[config.mk]
export PLATFORM = sky130hd
export DESIGN_NAME = peak_rv32im_reg_arb
export DESIGN_NICKNAME = d
export VERILOG_FILES = /design/src/rtl/peak_rv32im_reg_arb.sv
export SDC_FILE = /design/constraint.sdc
export NUM_CORES = 1
export LEC_CHECK = 0
export ABC_CLOCK_PERIOD_IN_PS = 2540
export CAP_MARGIN = 0
export CORE_MARGIN = 2
export CORE_UTILIZATION = 36
export DETAILED_ROUTE_END_ITERATION = 7
export GPL_TIMING_DRIVEN = 0
export PLACE_DENSITY = 0.69
export RECOVER_POWER = 50
export SLEW_MARGIN = 10
export SYNTH_ARGS = -nofsm -noshare
export SYNTH_HDL_FRONTEND = slang
export SYNTH_SLANG_ARGS = --single-unit
[constraint.sdc]
create_clock -name CLK -period 2.54 [get_ports CLK]
set_clock_uncertainty 0.1 [all_clocks]
set_input_delay 0.254 -clock CLK [delete_from_list [all_inputs] [get_ports CLK]]
set_output_delay 0.254 -clock CLK [all_outputs]
set_load 0.02 [all_outputs]
[src/rtl/peak_rv32im_reg_arb.sv]
// Debug-port arbiter: halts the core, performs one regfile read/write through the AR port, then acks.
// Optional halt timeout is compiled in with PEAK_REG_ARB_TIMEOUT_EN.
module peak_rv32im_reg_arb #(
    parameter int unsigned HALT_TIMEOUT = 255
) (
    input  logic        CLK,
    input  logic        RST,
    input  logic        DBG_REQ,
    input  logic        DBG_WR,
    input  logic [4:0]  DBG_ADDR,
    input  logic [31:0] DBG_WDATA,
    input  logic        DBG_HOLD,
    output logic        DBG_ACK,
    output logic        DBG_ERR,
    output logic [31:0] DBG_RDATA,
    output logic        CORE_HALT_REQ,
    input  logic        CORE_HALTED,
    output logic        RF_EN,
    output logic        RF_WR,
    output logic [15:0] RF_AD,
    output logic [31:0] RF_DI,
    input  logic [31:0] RF_DO,
    output logic [2:0]  FSM_STATE
);

    // Handshake: DBG_REQ is a level held until DBG_ACK; DBG_ACK is a one-cycle pulse with
    // DBG_ERR/DBG_RDATA valid alongside it; DBG_REQ in RESP or the cycle after is ignored.
    typedef enum logic [2:0] {
        IDLE      = 3'd0,
        HALT_WAIT = 3'd1,
        ACCESS    = 3'd2,
        CAPTURE   = 3'd3,
        RESP      = 3'd4,
        HELD      = 3'd5
    } state_t;

    state_t      state, state_n;
    logic        lat_wr, lat_wr_n;
    logic [4:0]  lat_addr, lat_addr_n;
    logic [31:0] lat_wdata, lat_wdata_n;
    logic        post_ack;
    logic        req_ok;
    logic        timeout_hit;

    assign req_ok    = DBG_REQ && !post_ack;
    assign FSM_STATE = state;

`ifdef PEAK_REG_ARB_TIMEOUT_EN
    logic [7:0] halt_cnt;
    logic       err_q;

    // Counter sits at zero outside HALT_WAIT, so it is already clear on entry.
    always_ff @(posedge CLK) begin
        if (RST) begin
            halt_cnt <= 8'd0;
            err_q    <= 1'b0;
        end else begin
            halt_cnt <= (state == HALT_WAIT) ? halt_cnt + 8'd1 : 8'd0;
            err_q    <= timeout_hit;
        end
    end

    assign timeout_hit = (state == HALT_WAIT) && !CORE_HALTED && (halt_cnt == 8'(HALT_TIMEOUT));
    assign DBG_ERR     = err_q;
`else
    assign timeout_hit = 1'b0;
    assign DBG_ERR     = 1'b0;
`endif

    always_comb begin
        state_n     = state;
        lat_wr_n    = lat_wr;
        lat_addr_n  = lat_addr;
        lat_wdata_n = lat_wdata;
        case (state)
            IDLE: begin
                if (req_ok) begin
                    lat_wr_n    = DBG_WR;
                    lat_addr_n  = DBG_ADDR;
                    lat_wdata_n = DBG_WDATA;
                    state_n     = HALT_WAIT;
                end
            end
            HALT_WAIT: begin
                if (CORE_HALTED)
                    state_n = (lat_wr && lat_addr == 5'd0) ? RESP : ACCESS;
                else if (timeout_hit)
                    state_n = RESP;
            end
            ACCESS:  state_n = lat_wr ? RESP : CAPTURE;
            CAPTURE: state_n = RESP;
            // A timed-out request never parks the core in HELD.
            RESP:    state_n = (DBG_HOLD && !DBG_ERR) ? HELD : IDLE;
            HELD: begin
                if (req_ok) begin
                    lat_wr_n    = DBG_WR;
                    lat_addr_n  = DBG_ADDR;
                    lat_wdata_n = DBG_WDATA;
                    state_n     = (DBG_WR && DBG_ADDR == 5'd0) ? RESP : ACCESS;
                end else if (!DBG_HOLD) begin
                    state_n = IDLE;
                end
            end
            default: state_n = IDLE;
        endcase
    end

    // Outputs are registered from the next state so they line up with the state they belong to.
    always_ff @(posedge CLK) begin
        if (RST) begin
            state         <= IDLE;
            lat_wr        <= 1'b0;
            lat_addr      <= 5'd0;
            lat_wdata     <= 32'd0;
            post_ack      <= 1'b0;
            DBG_ACK       <= 1'b0;
            DBG_RDATA     <= 32'd0;
            CORE_HALT_REQ <= 1'b0;
            RF_EN         <= 1'b0;
            RF_WR         <= 1'b0;
            RF_AD         <= 16'd0;
            RF_DI         <= 32'd0;
        end else begin
            state         <= state_n;
            lat_wr        <= lat_wr_n;
            lat_addr      <= lat_addr_n;
            lat_wdata     <= lat_wdata_n;
            post_ack      <= (state == RESP);
            DBG_ACK       <= (state_n == RESP);
            CORE_HALT_REQ <= (state_n != IDLE);
            RF_EN         <= (state_n == ACCESS);
            RF_WR         <= (state_n == ACCESS) && lat_wr_n;
            RF_AD         <= (state_n == ACCESS) ? {8'h10, 3'b000, lat_addr_n} : 16'd0;
            RF_DI         <= (state_n == ACCESS) ? lat_wdata_n : 32'd0;
            if (state == CAPTURE)
                DBG_RDATA <= RF_DO;
            else if (timeout_hit)
                DBG_RDATA <= 32'd0;
        end
    end

endmodule

; ---- Word level (Yosys, flattened, before mapping)
; Index checks and enable logic that the tools add are counted.
[classes]
reduce_logical = 11
eq_ne = 7
mux = 16
n_bitwise = 1
[ops]
columns = op, count
row1 = $mux W32, 2
row2 = $mux W3, 8
row3 = $pmux W3 S6, 1
row4 = $mux W13, 1
row5 = $logic_not A5 Y1, 2
row6 = $mux W5, 2
row7 = $eq A3 B2 Y1 const B, 3
row8 = $eq A3 B3 Y1 const B, 3
row9 = $logic_and A1 B1 Y1, 4
row10 = $reduce_or A2 Y1, 2
row11 = $eq A3 B1 Y1 const B, 1
row12 = $logic_not A3 Y1, 1
row13 = $reduce_bool A3 Y1, 1
row14 = $mux W1, 2
row15 = $logic_not A1 Y1, 1
row16 = $not A1 Y1, 1
[word_totals]
elab_cells = 48
register_bits = 126
input_bits = 75
out_inout_bits = 88

; ---- Depth between registers and ports, before layout
[logic_depth]
depth_word = 8
mapped_depth = 8
depth_no_buf = 4

; ---- Worst setup path after synthesis
; OpenSTA, ideal clock, no wires.
[synth_timing]
kind = reg2reg
startpoint = reg state[0], in the netlist FSM_STATE[0]
endpoint = reg RF_DI[10]
t_arrival_ns = 1.731
setup_time_ns = 0.132
synth_period_minus_slack_ns = 1.963
path_stages_with_launch = 9
t_required_ns = 2.308
n_path_buf = 4
path_slack_ns = 0.577
path_cell_list = dfxtp_1 -> buf_6 -> xor2_1 -> or4b_1 -> clkbuf_1 -> buf_6 -> buf_6 -> mux2i_1 -> nor3_1
[synth_between]
elab_chain_len = 6
elab_cells_between_ends = 16
classes_between = 6 x eq/ne / 6 x mux / 1 x bitwise / 3 x reduce/logical
[synth_lines]
columns = item, line_no
row1 = from (decl), 37  ; state_t state, state_n;
row2 = from (signal assigned), 124  ; state <= state_n;
row3 = $mux W3, 100  ; end else if (!DBG_HOLD) begin
row4 = $mux W3, 95  ; if (req_ok) begin
row5 = $pmux W3 S6, 75  ; case (state)
row6 = $eq A3 B2 Y1, 134  ; RF_DI <= (state_n == ACCESS) ? lat_wdata_n : 32'd0;
row7 = $not A1 Y1 (no line), n/a
row8 = $reduce_or A2 Y1 (no line), n/a
row9 = to (signal assigned), 134
row10 = to (decl), 21  ; output logic [31:0] RF_DI,
; Parallel ways exist; a longest one is shown, timed or not.
; A chain may end at the register's enable or synchronous reset.

; ---- Final worst setup path
[layout_timing]
startpoint = in DBG_ADDR[1]
endpoint = reg RF_DI[16]
[layout_between]
elab_chain_len = 8
[layout_lines]
columns = item, line_no
row1 = from (decl), 10  ; input logic [4:0] DBG_ADDR,
row2 = $logic_not A5 Y1, 99  ; state_n = (DBG_WR && DBG_ADDR == 5'd0) ? RESP : ACCESS;
row3 = $logic_and A1 B1 Y1, 99
row4 = $mux W3, 99
row5 = $mux W3, 95
row6 = $pmux W3 S6, 75
row7 = $eq A3 B2 Y1, 134
row8 = $not A1 Y1 (no line), n/a
row9 = $reduce_or A2 Y1 (no line), n/a
; Every way passes these cells.

==> impl_metrics.json <==
{
  "hold_viol": 0,
  "vias": 3330,
  "portBuffers": 150,
  "p_leak_nw": 2.62,
  "synth.cell_area_um2": 3880,
  "min_path_type": "primary input to register",
  "cp_num_buf_inv": 2,
  "timing.setup.tns_ns": 0,
  "synth.distinct_cells": 32,
  "grt_max_degree": 17,
  "drc_errors": 0,
  "first_global_vias": 3280,
  "core_area_um2": 10400,
  "final_common_cell": "dfxtp_1",
  "ys_ff_latch": 115,
  "post-route-min-period_ns": 2.19,
  "die_h_um": 108,
  "antenna_cells": 0,
  "grt_pass1_wl_um": 15700,
  "synth.top_cell.area_share_pct": 59.3,
  "clockBufferDepth": 2,
  "tritoncts_num_sinks": 115,
  "syn_area_per_cell_um2": 9.65,
  "critical_path_required_ns": 2.81,
  "cap_violations": 0,
  "critPathMaxFanout": 10,
  "critPathLaunchType": "primary input",
  "ir_worst_vdd_mv": 0.439,
  "cts.repair.resized": 0,
  "finalCritPeriodShare_pct": 86.1,
  "synth.yosys.seq_area_share_pct": 59.3,
  "layout_common_cells": "dfxtp_1, clkdlybuf4s50_1, nand2_1",
  "place_congestion": 0.748,
  "die_area_um2": 11600,
  "synth_area_leader_cell": "dfxtp_1",
  "cts_setup_buffers": 0,
  "status": "finished, final reports clean",
  "nets": 656,
  "tightest_slew_ns": 0.597,
  "synth.area.top_cells": "dfxtp_1, mux2i_1, nand2_1",
  "synth_edf_count": 0,
  "syn-instance-count": 402,
  "initialDrtViolationCount": 162,
  "setup.worst_path.end_class": "register",
  "synth_ff_type": "dfxtp_1",
  "fmax_mhz": 457,
  "rsz0062_at_grt": "false",
  "path_clk_slew_ns": 0.06,
  "layout-drive-gt1-share_pct": 8.92,
  "critPathTopFamily": "simple AND/OR/NAND/NOR gates",
  "slowest_stage": "or4_1",
  "placed_cell_area_um2": 5590,
  "dr.pass1.iters": 5,
  "synthArstFlopShare_pct": 0,
  "dieWidth_um": 108,
  "initial_core_util_pct": 37.3,
  "wl_per_cell_um": 13.4,
  "slew_violations": 0,
  "num_rows": 37,
  "antenna_found_initial": 0,
  "slew_headroom_pct": 59.6,
  "crit_type": "primary input to register",
  "io_pins": 163,
  "cts_max_level": 4,
  "yosysWarnings": 0,
  "powerDensity_nw_per_um2": 769,
  "viasPerCell": 4.56,
  "routed_wl_um": 9810,
  "crit_chain": "dlygate4sd3_1 -> or4_1 -> or2_2 -> a22oi_2 -> clkbuf_1 -> nor3_1",
  "grtUsageTotal_pct": 17.2,
  "fin_util_pct": 59.2,
  "cts_root_buffer": "clkbuf_8",
  "finalSetupViolCount": 0,
  "critPathArrivalTime_ns": 2.45,
  "clock_latency_ns": 0.50,
  "cts_tree": "built",
  "max_stage_delay_ns": 0.56,
  "cts_buffers": 17,
  "fin_area_um2": 6170,
  "hold_buffers": 0,
  "overflow": 0,
  "areaGrowthSynthToFinish_pct": 58.9,
  "ant_nets": 0,
  "hpwlAfterDp_um": 7100
}
[cells by family (layout without fill, tap and decap cells)]
| group | count (synthesis) | in the layout | synth area share (%) |
|---|---|---|---|
| AND/OR/NAND/NOR | 164 | 164 | 18.7 |
| flip-flops | 115 | 115 | 59.3 |
| buffers and inverters | 43 | 225 | 6.22 |
| AO/OA/AOI/OAI | 40 | 40 | 5.64 |
| multiplexers | 38 | 38 | 9.80 |
| other | 1 | 11 | 0.0966 |
| XOR/XNOR | 1 | 1 | 0.226 |
[synth_stat cells, types with 4 or more instances]
cell type  count
buf_4         12
dfxtp_1      115
a21oi_1       34
nand2_1       64
clkbuf_1      22
buf_6          4
mux2i_1       38
nor3_1        39
nor2_1        43
buf_2          4
[worst paths after layout]
path	slack [ns]	from	depth (start not counted)	to
min	0.09	RST	2	FSM_STATE[2]
min reg2reg	0.35	DBG_RDATA[1]	2	DBG_RDATA[1]
max reg2reg	0.51	FSM_STATE[0]	8	RF_DI[27]
max	0.35	DBG_ADDR[1]	6	RF_DI[16]
[state kept, by name, summed over array words and instances (netlist names)]
name           flops
FSM_STATE          3
RF_DI             32
CORE_HALT_REQ      1
lat_wdata         32
RF_WR              1
DBG_ACK            1
lat_addr           5
DBG_RDATA         32
lat_wr             1
post_ack           1
RF_AD              6
[report_power, final]
part | internal (mW) | total (mW) | leakage, nW | switching, mW
clock | 1.45 | 2.26 | 0.273 | 0.814
sequential | 1.89 | 1.92 | 0.934 | 0.0321
combinational | 0.281 | 0.561 | 1.42 | 0.280
[metal layers]
layer	share of wire, %	GRT usage (%)	vias up
li1	-	-	1676
met1	44	21.2	1514
met2	46	27.9	131
met3	9.0	6.78	9
met4	0.76	5.22	0
met5	0	0	-
[metrics by stage]
stage          total power [mW]  setup slack (ns)  hold slack [ns]  std cells
4_1_cts                    4.80             0.480           0.0968        730
2_1_floorplan              2.29             0.577            0.290        412
3_5_place_dp               2.53           -0.0182            0.347        698
5_1_grt                    4.95             0.245            0.131        730
3_3_place_gp               2.52           -0.0375            0.341        698
6_report                   4.74             0.352           0.0909        730
[layout make-up]
type / count / area, um2
Sequential cell: 115 / 2300
Clock inverter: 12 / 131
Buffer: 42 / 238
Tap cell: 136 / 170
Inverter: 1 / 3.75
Fill cell: 918 / 4250
Clock buffer: 20 / 445
Timing Repair Buffer: 150 / 1500
Multi-Input combinational cell: 254 / 1380
Note: power is estimated with default switching activity, not from simulation.
